`src/rtl/fair_scheduler_if.sv`:
```
// ---------------------------------------------------------------------------
// fair_scheduler_if
//   Bundles the free nondeterministic choices coming into the fairness front
//   end and the sanitized, fairness-enforced choices it hands downstream.
//
//   Signals
//     nd_select  free nondeterministic process choice (SELMSB+1 bits)
//     nd_pause   free nondeterministic pause/progress choice
//     select     registered process index for the downstream model
//     pause      registered pause for the downstream model
//     forced     select of this cycle came from the starvation override
//     pause_cut  pause of this cycle was forced to 0
//
//   Modports
//     master  the environment: drives nd_*, observes the scheduler outputs
//     slave   the scheduler: consumes nd_*, drives the outputs
// ---------------------------------------------------------------------------
interface fair_scheduler_if #(
    parameter int SELMSB = 1
);
    logic [SELMSB:0] nd_select;
    logic            nd_pause;
    logic [SELMSB:0] select;
    logic            pause;
    logic            forced;
    logic            pause_cut;

    modport master (
        output nd_select,
        output nd_pause,
        input  select,
        input  pause,
        input  forced,
        input  pause_cut
    );

    modport slave (
        input  nd_select,
        input  nd_pause,
        output select,
        output pause,
        output forced,
        output pause_cut
    );
endinterface

```
`src/rtl/fair_scheduler.sv`:
```
// ---------------------------------------------------------------------------
// fair_scheduler
//   Bounded-fairness front end for the interleaving models. Free choices of
//   process index and pause are passed through with one cycle of latency,
//   except when a process has gone BOUND cycles without a grant (then the
//   lowest such process is granted) or pause has been held PAUSE_MAX cycles
//   in a row (then pause is forced low for one cycle).
//
//   Ports
//     clock    sole clock, all state changes on its rising edge
//     reset_n  asynchronous active-low reset, clears all state and outputs
//     bus      fair_scheduler_if.slave: nd_select/nd_pause in,
//              select/pause/forced/pause_cut out (all outputs registered)
// ---------------------------------------------------------------------------
module fair_scheduler #(
    parameter int SELMSB    = 1,
    parameter int HIPROC    = 2,
    parameter int BOUND     = 7,
    parameter int CNTMSB    = 2,
    parameter int PAUSE_MAX = 3
) (
    input  logic              clock,
    input  logic              reset_n,
    fair_scheduler_if.slave   bus
);
    localparam int NPROC = HIPROC + 1;
    // Pause streak counter only needs to reach PAUSE_MAX.
    localparam int PCW = (PAUSE_MAX < 1) ? 1 : $clog2(PAUSE_MAX + 1);

    localparam logic [CNTMSB:0] AGE_SAT  = (CNTMSB + 1)'(BOUND);
    localparam logic [CNTMSB:0] AGE_ONE  = (CNTMSB + 1)'(1);
    localparam logic [SELMSB:0] HI_IDX   = (SELMSB + 1)'(HIPROC);
    localparam logic [PCW-1:0]  PCNT_MAX = PCW'(PAUSE_MAX);
    localparam logic [PCW-1:0]  PCNT_ONE = PCW'(1);

    // -----------------------------------------------------------------------
    // Candidate: out-of-range indices fold to process 0, matching the
    // mapping the downstream model applies itself.
    // -----------------------------------------------------------------------
    logic [SELMSB:0] cand;
    assign cand = (bus.nd_select > HI_IDX) ? '0 : bus.nd_select;

    // -----------------------------------------------------------------------
    // Per-process age counters and saturation flags
    // -----------------------------------------------------------------------
    logic [HIPROC:0] sat;
    logic [SELMSB:0] grant_d;
    logic            forced_d;

    genvar gi;
    generate
        for (gi = 0; gi < NPROC; gi++) begin : g_age
            localparam logic [SELMSB:0] IDX = (SELMSB + 1)'(gi);

            logic [CNTMSB:0] age_q;
            logic [CNTMSB:0] age_d;

            // Granted process restarts its wait; everyone else ages but
            // never past BOUND, so the counter cannot wrap.
            always_comb begin
                age_d = age_q;
                if (grant_d == IDX) begin
                    age_d = '0;
                end else if (age_q != AGE_SAT) begin
                    age_d = age_q + AGE_ONE;
                end
            end

            always_ff @(posedge clock or negedge reset_n) begin
                if (!reset_n) begin
                    age_q <= '0;
                end else begin
                    age_q <= age_d;
                end
            end

            assign sat[gi] = (age_q == AGE_SAT);
        end
    endgenerate

    // -----------------------------------------------------------------------
    // Grant: the lowest saturated process wins, otherwise the free choice.
    // Scanning from the top down lets the lowest index be the last writer.
    // -----------------------------------------------------------------------
    always_comb begin
        grant_d  = cand;
        forced_d = 1'b0;
        for (int i = HIPROC; i >= 0; i--) begin
            if (sat[i]) begin
                grant_d  = (SELMSB + 1)'(i);
                forced_d = 1'b1;
            end
        end
    end

    // -----------------------------------------------------------------------
    // Pause streak limiter, independent of the grant override
    // -----------------------------------------------------------------------
    logic [PCW-1:0] pcnt_q;
    logic [PCW-1:0] pcnt_d;
    logic           pause_d;
    logic           pause_cut_d;

    always_comb begin
        pause_d     = bus.nd_pause;
        pause_cut_d = 1'b0;
        pcnt_d      = '0;
        if (pcnt_q == PCNT_MAX) begin
            pause_d     = 1'b0;
            pause_cut_d = 1'b1;
            pcnt_d      = '0;
        end else if (bus.nd_pause) begin
            pcnt_d = pcnt_q + PCNT_ONE;
        end
    end

    always_ff @(posedge clock or negedge reset_n) begin
        if (!reset_n) begin
            pcnt_q <= '0;
        end else begin
            pcnt_q <= pcnt_d;
        end
    end

    // -----------------------------------------------------------------------
    // Registered outputs: stable for the whole cycle downstream
    // -----------------------------------------------------------------------
    logic [SELMSB:0] select_q;
    logic            pause_q;
    logic            forced_q;
    logic            pause_cut_q;

    always_ff @(posedge clock or negedge reset_n) begin
        if (!reset_n) begin
            select_q    <= '0;
            pause_q     <= 1'b0;
            forced_q    <= 1'b0;
            pause_cut_q <= 1'b0;
        end else begin
            select_q    <= grant_d;
            pause_q     <= pause_d;
            forced_q    <= forced_d;
            pause_cut_q <= pause_cut_d;
        end
    end

    assign bus.select    = select_q;
    assign bus.pause     = pause_q;
    assign bus.forced    = forced_q;
    assign bus.pause_cut = pause_cut_q;

endmodule

```
`src/flat_wrapper.sv`:
```
// flat-port wrapper written by rule: the top's interface ports become plain ports
module fair_scheduler_flat 
#(
    parameter int SELMSB    = 1,
    parameter int HIPROC    = 2,
    parameter int BOUND     = 7,
    parameter int CNTMSB    = 2,
    parameter int PAUSE_MAX = 3
)
  (clock, reset_n, bus_nd_select, bus_nd_pause, bus_select, bus_pause, bus_forced, bus_pause_cut);
  fair_scheduler_if #(.SELMSB(SELMSB)) bus_i ();
  input  logic clock;
  input  logic reset_n;
  input wire logic [$bits(bus_i.nd_select)-1:0] bus_nd_select;
  input wire logic [$bits(bus_i.nd_pause)-1:0] bus_nd_pause;
  output wire logic [$bits(bus_i.select)-1:0] bus_select;
  output wire logic [$bits(bus_i.pause)-1:0] bus_pause;
  output wire logic [$bits(bus_i.forced)-1:0] bus_forced;
  output wire logic [$bits(bus_i.pause_cut)-1:0] bus_pause_cut;
  assign bus_i.nd_select = bus_nd_select;
  assign bus_i.nd_pause = bus_nd_pause;
  assign bus_select = bus_i.select;
  assign bus_pause = bus_i.pause;
  assign bus_forced = bus_i.forced;
  assign bus_pause_cut = bus_i.pause_cut;
  fair_scheduler #(.SELMSB(SELMSB), .HIPROC(HIPROC), .BOUND(BOUND), .CNTMSB(CNTMSB), .PAUSE_MAX(PAUSE_MAX)) u_core (.clock(clock), .reset_n(reset_n), .bus(bus_i));
endmodule
```
`config.mk`:
```
export PLATFORM = sky130hd
export DESIGN_NAME = fair_scheduler_flat
export DESIGN_NICKNAME = d
export VERILOG_FILES = /design/src/rtl/fair_scheduler_if.sv /design/src/rtl/fair_scheduler.sv /design/src/flat_wrapper.sv
export SDC_FILE = /design/constraint.sdc
export NUM_CORES = 1
export LEC_CHECK = 0
export CAP_MARGIN = 20
export CORE_MARGIN = 2
export CORE_UTILIZATION = 51
export DETAILED_ROUTE_END_ITERATION = 12
export PLACE_DENSITY_LB_ADDON = 0.3
export REMOVE_ABC_BUFFERS = 1
export SLEW_MARGIN = 10
export SYNTH_ARGS = -nofsm -noshare
export SYNTH_HDL_FRONTEND = slang
export SYNTH_SLANG_ARGS = --single-unit
```
`constraint.sdc`:
```
create_clock -name clock -period 2.5 [get_ports clock]
set_clock_uncertainty 0.15 [all_clocks]
set_input_delay 0.5 -clock clock [delete_from_list [all_inputs] [get_ports clock]]
set_output_delay 0.5 -clock clock [all_outputs]
set_load 0.005 [all_outputs]
```
==> metrics.csv, run 1 <==
stage;metric;value;unit
grt;grt_usage;0.147;
drt;drt_iter0_markers;2;
yosys;ys_types;20;
die;die_y;42.0;um
yosys;synth_seq_cells;16;
grt;antenna_found_initial;0;
cells_and_area;ff_latch_area;400;sq um
setup_path;timing.rr.end;u_core.g_age[1].age_q[2];
setup_path;r2r-start;u_core.g_age[2].age_q[0];
die;core;1320;sq um
drt;routedWlPerCell;12.5;um
sta;relSlewSlack;0.548;
setup_path;crit_path_start_kind;flop;
pwr;p_leak;0.421;nW
setup_path;critical_path_class;flop to flop;
clocking;clock_path_buffers;2;
sta;rsz0062_at_grt;false;
drt;drc;0;
yosys;postSynthAreaPerCell;12.3;sq um
cells_and_area;multi_input_area;309;sq um
clocking;numCtsBuffers;3;
clocking;cts_resized;0;
sta;hold_slack;0.293;ns
grt;first_global_vias;463;
clocking;h-tree-depth;1;
setup_path;cp_num_buf_inv;0;
cells_and_area;instances_no_fill;85;
yosys;yosys.area.top_type_share;0.544;
drt;post_drt_via_cell_ratio;5.24;
drt;drt-pass1-iter-count;2;
pwr;powerDensity;906;nW/um^2
sta;setup-violations-final;0;
die;die_area;1760;sq um
min_path;hold_path.startpoint;u_core.g_age[0].age_q[0];
clocking;cts-root-buf;clkbuf_4;
die;die_w;42.0;um
die;fp-row-count;13;
grt;grt_pass1_wl;1.86;mm
yosys;synth_area_leader_cell;dfrtp_1;
clocking;cts_sinks;16;
min_path;min_path_cells;1;
sta;layout_min_cycle_time;2.00;ns
clocking;cts_tree;done;
yosys;yosysWarningCount;0;
setup_path;path_max_fanout;8;
yosys;synth_area;736;sq um
cells_and_area;fillers;106;
cells_and_area;antenna_cells;0;
yosys;syn_inst;60;
setup_path;rrSetupSlack;0.50;ns
placement;place_inst;81;
yosys;synth_edf_count;0;
sta;finalCritPeriodShare;0.799;
yosys;async_flop_share;1.00;
grt;grt_max_degree;17;
sta;setup_tns;0;ns
grt;gr-total-overflow;0;
yosys;synth_common_cells;dfrtp_1 (16), ha_1 (8), nor2_1 (6);
setup_path;cpMostUsedCell;ha_1;
die;io_pins;10;
sta;maxClockFrequency;500;MHz
drt;vias;445;
yosys;synthTopCellsByArea;dfrtp_1 (54%), ha_1 (14%), mux2i_1 (5.4%);
setup_path;crit_slowest_cell;or4b_4;
outcome;status;finished, final reports clean;
setup_path;crit_chain;ha_1 -> ha_1 -> or4b_4 -> a21oi_2 -> nor2_1;
placement;hpwlAfterDp;796;um
cells_and_area;drive_gt1_frac;0.0857;
setup_path;arrival;2.02;ns
min_path;holdCritPathClass;flop to flop;
clocking;post_cts_buffers;0;
sta;drv_slew;0;
job;max_cap_viol_count;0;
sta;worst_pin_slew;0.676;ns
yosys;ys_seq_area_frac;0.544;
setup_path;r2r_cells;5;
clocking;cts.clk_slew.worst_paths;0.09;ns
setup_path;cp-end-kind;flop;
pwr;vdd_ir_drop_max;0.000476;V
drt;routed_wl;1.07;mm
yosys;synth.most_common_cell;dfrtp_1;
clocking;worst_skew_pair.late_latency;0.28;ns
setup_path;crit_family;simple AND/OR/NAND/NOR gates;
cells_and_area;synthToLayoutAreaGrowth;17.2;%
setup_path;max_stage_delay;0.55;ns
cells_and_area;final_nets;84;
min_path;whs_endpoint;u_core.g_age[0].age_q[0];
clocking;hold_buffers;0;
sta;finalHoldViolations;0;
setup_path;worst_ep_required_time;2.53;ns
drt;ant_nets;0;
placement;globalplace.congestion;0.722;
placement;port_buffers;9;
yosys;synth_ff_type;dfrtp_1;
die;start_util;0.558;
-- worst max path at each step --
stage | startpoint | end | slack, ns | cells past startpoint
floorplan | u_core.g_age[2].age_q[0] | u_core.g_age[1].age_q[1] | 0.61 | 5
global placement | bus_nd_select[0] | u_core.g_age[1].age_q[2] | 0.49 | 4
detailed placement | bus_nd_select[0] | u_core.g_age[1].age_q[2] | 0.47 | 4
CTS | u_core.g_age[2].age_q[0] | u_core.g_age[1].age_q[2] | 0.49 | 5
global route | u_core.g_age[2].age_q[0] | u_core.g_age[1].age_q[2] | 0.41 | 5
finish | u_core.g_age[2].age_q[0] | u_core.g_age[1].age_q[2] | 0.50 | 5
-- cell usage in the layout, fill, tap and decap left out --
master | netlist | layout
nor3_1 | 2 | 2
nand2b_1 | 1 | 1
or3_1 | 1 | 1
mux2i_1 | 4 | 4
a21oi_1 | 3 | 3
or4b_4 | 1 | 1
a211oi_1 | 1 | 1
clkbuf_8 | 0 | 1
nor2_1 | 6 | 6
nor3b_1 | 3 | 3
nor2b_1 | 3 | 3
and2_1 | 1 | 1
dfrtp_1 | 16 | 16
a21o_1 | 1 | 1
inv_1 | 2 | 2
clkdlybuf4s50_1 | 0 | 9
clkbuf_4 | 0 | 3
xor2_1 | 2 | 2
a21oi_2 | 1 | 1
ha_1 | 8 | 8
nor4_1 | 1 | 1
-- layout make-up --
class / count / area share
clock buffer: 4 / 0.0421
inverter: 2 / 0.00871
multi-input combinational: 39 / 0.358
timing repair buffer: 9 / 0.104
sequential: 16 / 0.464
tap: 15 / 0.0218
-- power by group --
| group | switching [mW] | internal (mW) |
|---|---|---|
| clock network | 0.0775 | 0.0886 |
| logic | 0.110 | 0.128 |
| registers | 0.0396 | 0.337 |
-- worst reg2reg max path: stages (launching register included) --
cell     delay (ns)
dfrtp_1        0.41
ha_1           0.22
ha_1           0.31
or4b_4         0.56
a21oi_2        0.18
nor2_1         0.07
-- sequential cells by signal, indices dropped and copies added (netlist names) --
| register | count |
|---|---|
| u_core.bus.select | 2 |
| u_core.bus.forced | 1 |
| u_core.bus.pause | 1 |
| u_core.g_age.age_q | 9 |
| u_core.bus.pause_cut | 1 |
| u_core.pcnt_q | 2 |
-- through the flow --
stage	instance area [sq um]	power, mW	utilization	worst slack, ns
after global routing	862	0.855	0.654	0.413
after CTS	862	0.793	0.654	0.494
after global placement	826	0.611	0.627	0.488
final	862	0.781	0.654	0.502
after floorplan	717	0.545	-	0.609
after detailed placement	826	0.627	0.627	0.469
-- kinds of logic after synthesis --
group | after synthesis | share of synthesized area
and+or+nand+nor | 19 | 0.153
DFF | 16 | 0.544
adders and majority gates | 8 | 0.136
AOI/OAI and AO/OA | 6 | 0.0527
buffers and inverters | 5 | 0.0357
muxes | 4 | 0.0544
xor gates and xnor gates | 2 | 0.0238
-- metal layers --
metal | track usage | share of wire
met4 | 0.0774 | 0.026
met2 | 0.241 | 0.49
met5 | 0 | 0
met3 | 0.0517 | 0.037
met1 | 0.170 | 0.45
(Power assumes the default switching activity.)
==> run 2, diff against run 1 <==
==> constraint.sdc (replaced) <==
create_clock -name clock -period 2 [get_ports clock]
set_clock_uncertainty 0.15 [all_clocks]
set_input_delay 0.4 -clock clock [delete_from_list [all_inputs] [get_ports clock]]
set_output_delay 0.4 -clock clock [all_outputs]
set_load 0.005 [all_outputs]
==> run 2 against run 1 <==
Effect of this change: non-clock buffer count grew 3; via count grew 4.7%; clock-buffer cell count shrank 1; register-to-register slack lost 0.40 ns; combinational power grew 32%; total power grew 22%; final area grew 1.7%; flip-flop and latch count is the same; global-route usage grew 1.7 points; utilization grew 1.1 points; critical endpoint unchanged.
==> metrics.csv, run 2 (synthesized netlist as in run 1, its figures left out) <==
stage;metric;value;unit;change
drt;vias;466;;was 445
sta;drv_slew;0;;unchanged
setup_path;arrival;1.93;ns;was 2.02 ns
setup_path;cp_num_buf_inv;0;;unchanged
clocking;cts_tree;done;;unchanged
clocking;cts_sinks;16;;unchanged
drt;drc;0;;unchanged
pwr;powerDensity;1080;nW/um^2;was 906 nW/um^2
drt;ant_nets;0;;unchanged
setup_path;critical_path_class;flop to flop;;unchanged
setup_path;rrSetupSlack;0.10;ns;was 0.50 ns
cells_and_area;largest_reg_flops;9;;unchanged
drt;drt-pass1-iter-count;2;;unchanged
grt;grt_max_degree;17;;unchanged
setup_path;r2r-start;u_core.g_age[2].age_q[0];;unchanged
drt;post_drt_via_cell_ratio;5.36;;was 5.24
die;die_w;42.0;um;unchanged
grt;grt_usage;0.165;;was 0.147
placement;globalplace.congestion;0.745;;was 0.722
placement;place_inst;84;;was 81
cells_and_area;drive_gt1_frac;0.125;;was 0.0857
grt;gr-total-overflow;0;;unchanged
cells_and_area;synthToLayoutAreaGrowth;19.2;%;was 17.2%
pwr;p_sw;0.288;mW;was 0.227 mW
pwr;p_leak;0.431;nW;was 0.421 nW
grt;antenna_found_initial;0;;unchanged
sta;finalHoldViolations;0;;unchanged
sta;layout_min_cycle_time;1.90;ns;was 2.00 ns
die;fp-row-count;13;;unchanged
sta;hold_slack;0.266;ns;was 0.293 ns
setup_path;crit_slowest_cell;or4b_4;;unchanged
cells_and_area;layout_commonest_cell;dfrtp_1;;unchanged
pwr;p_int;0.662;mW;was 0.554 mW
setup_path;cpMostUsedCell;ha_1;;unchanged
die;core;1320;sq um;unchanged
setup_path;crit_path_start_kind;flop;;unchanged
clocking;clock_path_buffers;2;;unchanged
sta;setup_tns;0;ns;unchanged
die;io_pins;10;;unchanged
clocking;hold_buffers;0;;unchanged
setup_path;crit_chain;ha_1 -> ha_1 -> or4b_4 -> a21oi_2 -> nor2_1;;unchanged
outcome;status;finished, final reports clean;;unchanged
setup_path;crit_family;simple AND/OR/NAND/NOR gates;;unchanged
placement;port_buffers;9;;unchanged
clocking;cts.clk_slew.worst_paths;0.09;ns;about the same
setup_path;timing.rr.end;u_core.g_age[1].age_q[2];;unchanged
pwr;p_sw_frac;0.303;;was 0.291
drt;routed_wl;1.11;mm;was 1.07 mm
die;start_util;0.558;;unchanged
setup_path;cp-end-kind;flop;;unchanged
cells_and_area;postLayoutCoreUtil;0.666;;was 0.654
pwr;vdd_ir_drop_max;0.000638;V;was 0.000476 V
cells_and_area;final_nets;87;;was 84
placement;placed_area;848;sq um;was 826 sq um
grt;grt_pass1_wl;2.13;mm;was 1.86 mm
setup_path;cp-endpoint;u_core.g_age[1].age_q[2];;unchanged
cells_and_area;instances_no_fill;87;;was 85
cells_and_area;top_register;u_core.g_age.age_q;;unchanged
setup_path;cp.depth;5;;unchanged
setup_path;path_max_fanout;4;;was 8
drt;routedWlPerCell;12.8;um;was 12.5 um
setup_path;critPathLaunch;u_core.g_age[2].age_q[0];;unchanged
pwr;comb_power_share;0.331;;was 0.305
clocking;h-tree-depth;1;;unchanged
cells_and_area;antenna_cells;0;;unchanged
clocking;numCtsBuffers;3;;unchanged
cells_and_area;postLayoutCellArea;877;sq um;was 862 sq um
sta;finalCritPeriodShare;0.949;;was 0.799
die;die_y;42.0;um;unchanged
clocking;cts-root-buf;clkbuf_4;;unchanged
pwr;power_frac_clock;0.174;;was 0.213
drt;drt_iter0_markers;9;;was 2
sta;relSlewSlack;0.729;;was 0.548
sta;worst_pin_slew;0.404;ns;was 0.676 ns
sta;setup-violations-final;0;;unchanged
clocking;post_cts_buffers;0;;unchanged
setup_path;r2r_cells;5;;unchanged
sta;rsz0062_at_grt;false;;unchanged
placement;hpwlAfterDp;815;um;was 796 um
setup_path;worst_ep_required_time;2.03;ns;was 2.53 ns
setup_path;max_stage_delay;0.54;ns;was 0.55 ns
cells_and_area;most-common-layout-cells;dfrtp_1 (16), clkdlybuf4s50_1 (9), ha_1 (8);;unchanged
min_path;holdCritPathClass;input port to async pin;;was flop to flop
sta;maxClockFrequency;527;MHz;was 500 MHz
clocking;worst_skew_pair.late_latency;0.29;ns;was 0.28 ns
job;max_cap_viol_count;0;;unchanged
pwr;seq_power_share;0.495;;was 0.483
grt;first_global_vias;504;;was 463
die;die_area;1760;sq um;unchanged
-- run 2: changes by cell type in the layout (fill, tap and decap cells not counted), sizes merged --
cell / delta
buf: +3
clkbuf: -1
-- run 2: worst reg2reg max path: stages, from the launching register on --
cell and delay, ns:
dfrtp_1 0.40, ha_1 0.22, ha_1 0.23, or4b_4 0.54
a21oi_2 0.19, nor2_1 0.06
-- run 2: power groups by stage --
stage | clock, mW | sequential, mW | combinational (mW)
floorplan | 0 | 0.471 | 0.211
global placement | 0 | 0.471 | 0.301
detailed placement | 0 | 0.481 | 0.317
CTS | 0.174 | 0.473 | 0.319
global route | 0.181 | 0.485 | 0.369
finish | 0.166 | 0.470 | 0.314
-- run 2: through the flow --
stage / worst slack, ns / total power, mW
6_report: 0.102 / 0.950
5_1_grt: 0.0152 / 1.04
4_1_cts: 0.0962 / 0.966
3_5_place_dp: 0.0666 / 0.798
3_3_place_gp: 0.0944 / 0.772
2_1_floorplan: 0.109 / 0.682
-- run 2: routing by layer --
| metal | part of all wire | vias up | track usage |
|---|---|---|---|
| met5 | 0 | - | 0 |
| met4 | 0.032 | 0 | 0.116 |
| met3 | 0.033 | 5 | 0.0388 |
| met2 | 0.50 | 8 | 0.234 |
| met1 | 0.43 | 219 | 0.220 |
| li1 | - | 234 | - |
-- run 2: area by class of cell --
class | instances | area [sq um]
Timing Repair Buffer | 12 | 113
Tap cell | 15 | 18.8
Sequential cell | 16 | 400
Clock buffer | 3 | 22.5
Fill cell | 106 | 440
Inverter | 2 | 7.51
Multi-Input combinational cell | 39 | 315
-- run 2: repair_timing --
| action | CTS | global route |
|---|---|---|
| endpoints found under the hold margin | 0 | 0 |
| resized for setup | 0 | 1 |
| endpoints found under the setup margin | 0 | 3 |
-- run 2: how the worst min path moves through the flow --
stage,endpoint,slack [ns],startpoint
detailed placement,u_core.pcnt_q[0],0.29,u_core.pcnt_q[0]
global placement,u_core.pcnt_q[0],0.28,u_core.pcnt_q[0]
finish,u_core.g_age[2].age_q[2],0.27,reset_n
global route,u_core.g_age[1].age_q[2],0.31,reset_n
CTS,u_core.g_age[2].age_q[2],0.27,reset_n
floorplan,u_core.bus.forced,-0.05,reset_n
==> run 3, diff against run 2 <==
--- a/config.mk
+++ b/config.mk
@@ -9,8 +9,10 @@
 export CORE_MARGIN = 2
 export CORE_UTILIZATION = 51
 export DETAILED_ROUTE_END_ITERATION = 12
+export GPL_ROUTABILITY_DRIVEN = 1
 export PLACE_DENSITY_LB_ADDON = 0.3
 export REMOVE_ABC_BUFFERS = 1
+export SETUP_SLACK_MARGIN = 0.02
 export SLEW_MARGIN = 10
 export SYNTH_ARGS = -nofsm -noshare
 export SYNTH_HDL_FRONTEND = slang
==> run 3 against run 2 <==
Effect of this change: setup slack got worse by 0.0051 ns; highest routed layer unchanged; largest power group unchanged; worst hold slack improved by 0.0053 ns; sequential power about the same; combinational power increased by 2%; die area unchanged; total power increased by 0.41%; clock-buffer cell count unchanged; sequential share of layout area decreased by 0.39 points.
==> metrics.csv, run 3 (synthesized netlist as in run 1, its figures left out) <==
stage;metric;value;unit;change
grt;met2_usage;0.234;;unchanged
drt;vias;469;;was 466
pwr;vdd_ir_drop_max;0.000638;V;about the same
cells_and_area;drive_gt1_frac;0.125;;unchanged
job;max_cap_viol_count;0;;unchanged
grt;grt_use_met1;0.220;;unchanged
grt;grt_usage;0.165;;unchanged
clocking;clock_path_buffers;2;;unchanged
die;die_w;42.0;um;unchanged
drt;routed_wl;1.12;mm;was 1.11 mm
grt;first_global_vias;504;;unchanged
setup_path;worst_ep_required_time;2.03;ns;about the same
grt;antenna_found_initial;0;;unchanged
clocking;h-tree-depth;1;;unchanged
die;start_util;0.558;;unchanged
drt;ant_nets;0;;unchanged
grt;grt_pass1_wl;2.13;mm;unchanged
die;fp-row-count;13;;unchanged
sta;setup-violations-final;0;;unchanged
clocking;worst_skew_pair.late_latency;0.28;ns;was 0.29 ns
setup_path;path_max_fanout;4;;unchanged
sta;setup_slack;0.0966;ns;was 0.102 ns
setup_path;arrival;1.93;ns;about the same
cells_and_area;largest_reg_flops;9;;unchanged
drt;drt_iter0_markers;9;;unchanged
sta;drv_slew;0;;unchanged
outcome;status;finished, final reports clean;;unchanged
clocking;cts_tree;done;;unchanged
die;core;1320;sq um;unchanged
sta;layout_min_cycle_time;1.90;ns;about the same
die;die_area;1760;sq um;unchanged
pwr;power.total;0.954;mW;was 0.950 mW
sta;finalCritPeriodShare;0.952;;was 0.949
placement;globalplace.congestion;0.745;;unchanged
cells_and_area;fillers;105;;was 106
pwr;p_leak;0.432;nW;was 0.431 nW
cells_and_area;postLayoutCoreUtil;0.671;;was 0.666
cells_and_area;instances_no_fill;87;;unchanged
sta;setup_tns;0;ns;unchanged
setup_path;critical_path_class;flop to flop;;unchanged
placement;placed_area;848;sq um;unchanged
sta;rsz0062_at_grt;false;;unchanged
placement;place_inst;84;;unchanged
grt;grt_max_degree;17;;unchanged
die;die_y;42.0;um;unchanged
placement;hpwlAfterDp;815;um;unchanged
clocking;cts-root-buf;clkbuf_4;;unchanged
grt;grt-busiest-layer;met2;;unchanged
drt;drt-pass1-iter-count;3;;was 2
cells_and_area;multi_input_area;323;sq um;was 315 sq um
grt;gr-total-overflow;0;;unchanged
cells_and_area;antenna_cells;0;;unchanged
drt;drc;0;;unchanged
clocking;cts_sinks;16;;unchanged
clocking;cts.clk_slew.worst_paths;0.09;ns;about the same
sta;hold_slack;0.271;ns;was 0.266 ns
pwr;powerDensity;1080;nW/um^2;about the same
clocking;numCtsBuffers;3;;unchanged
setup_path;cp-end-kind;flop;;unchanged
cells_and_area;top_register;u_core.g_age.age_q;;unchanged
sta;finalHoldViolations;0;;unchanged
placement;place_ws;0.0666;ns;unchanged
die;io_pins;10;;unchanged
cells_and_area;synthToLayoutAreaGrowth;20.2;%;was 19.2%
cells_and_area;layout_commonest_cell;dfrtp_1;;unchanged
cells_and_area;final_nets;87;;unchanged
cells_and_area;most-common-layout-cells;dfrtp_1 (16), clkdlybuf4s50_1 (9), ha_1 (8);;unchanged
cells_and_area;ff_latch_area;400;sq um;unchanged
setup_path;crit_path_start_kind;flop;;unchanged
grt;met3_usage;0.0388;;unchanged
drt;post_drt_via_cell_ratio;5.39;;was 5.36
sta;maxClockFrequency;525;MHz;was 527 MHz
placement;port_buffers;9;;unchanged
drt;routedWlPerCell;12.8;um;about the same
sta;relSlewSlack;0.729;;about the same
cells_and_area;postLayoutCellArea;885;sq um;was 877 sq um
clocking;hold_buffers;0;;unchanged
min_path;holdCritPathClass;input port to async pin;;unchanged
sta;worst_pin_slew;0.404;ns;about the same
run 3: changes by cell type in the layout (fill, tap and decap cells not counted):
cell	before	now
a21oi_2	1	0
a21oi_4	0	1
run 3: routing by layer:
| layer | vias to the layer above | part of all wire |
|---|---|---|
| met5 | - | 0 |
| met3 | 4 | 0.034 |
| met4 | 0 | 0.019 |
| met1 | 225 | 0.44 |
| met2 | 7 | 0.51 |
| li1 | 233 | - |
run 3: cell type report:
cell class | count | area share
tap | 15 | 0.0212
timing repair buffer | 12 | 0.127
sequential | 16 | 0.453
multi-input combinational | 39 | 0.365
clock buffer | 3 | 0.0255
inverter | 2 | 0.00849
run 3: worst paths after layout:
| path | start | endpoint | slack (ns) | depth (start not counted) |
|---|---|---|---|---|
| max in group asynchronous | reset_n | u_core.bus.select[0] | 1.25 | 2 |
| min in group clock | u_core.pcnt_q[0] | u_core.pcnt_q[0] | 0.30 | 1 |
| min reg2reg | u_core.pcnt_q[0] | u_core.pcnt_q[0] | 0.30 | 1 |
| max reg2reg | u_core.g_age[2].age_q[0] | u_core.g_age[1].age_q[2] | 0.1 | 5 |
| max | u_core.g_age[2].age_q[0] | u_core.g_age[1].age_q[2] | 0.1 | 5 |
| min | reset_n | u_core.g_age[2].age_q[2] | 0.27 | 2 |
run 3: timing repair:
action,CTS,global route
hold endpoints to repair,0,0
setup buffers,0,0
setup endpoints to repair,0,4
gates resized for setup,0,2
run 3: critical path, stage by stage (launching register included):
cell,delay (ns)
dfrtp_1,0.40
ha_1,0.22
ha_1,0.23
or4b_4,0.56
a21oi_4,0.18
nor2_1,0.06
run 3: where the power goes:
part	total [mW]	switching, mW	internal (mW)
sequential	0.471	0.0496	0.422
combinational	0.320	0.147	0.173
clock	0.163	0.0928	0.0699
total	0.954	0.289	0.665
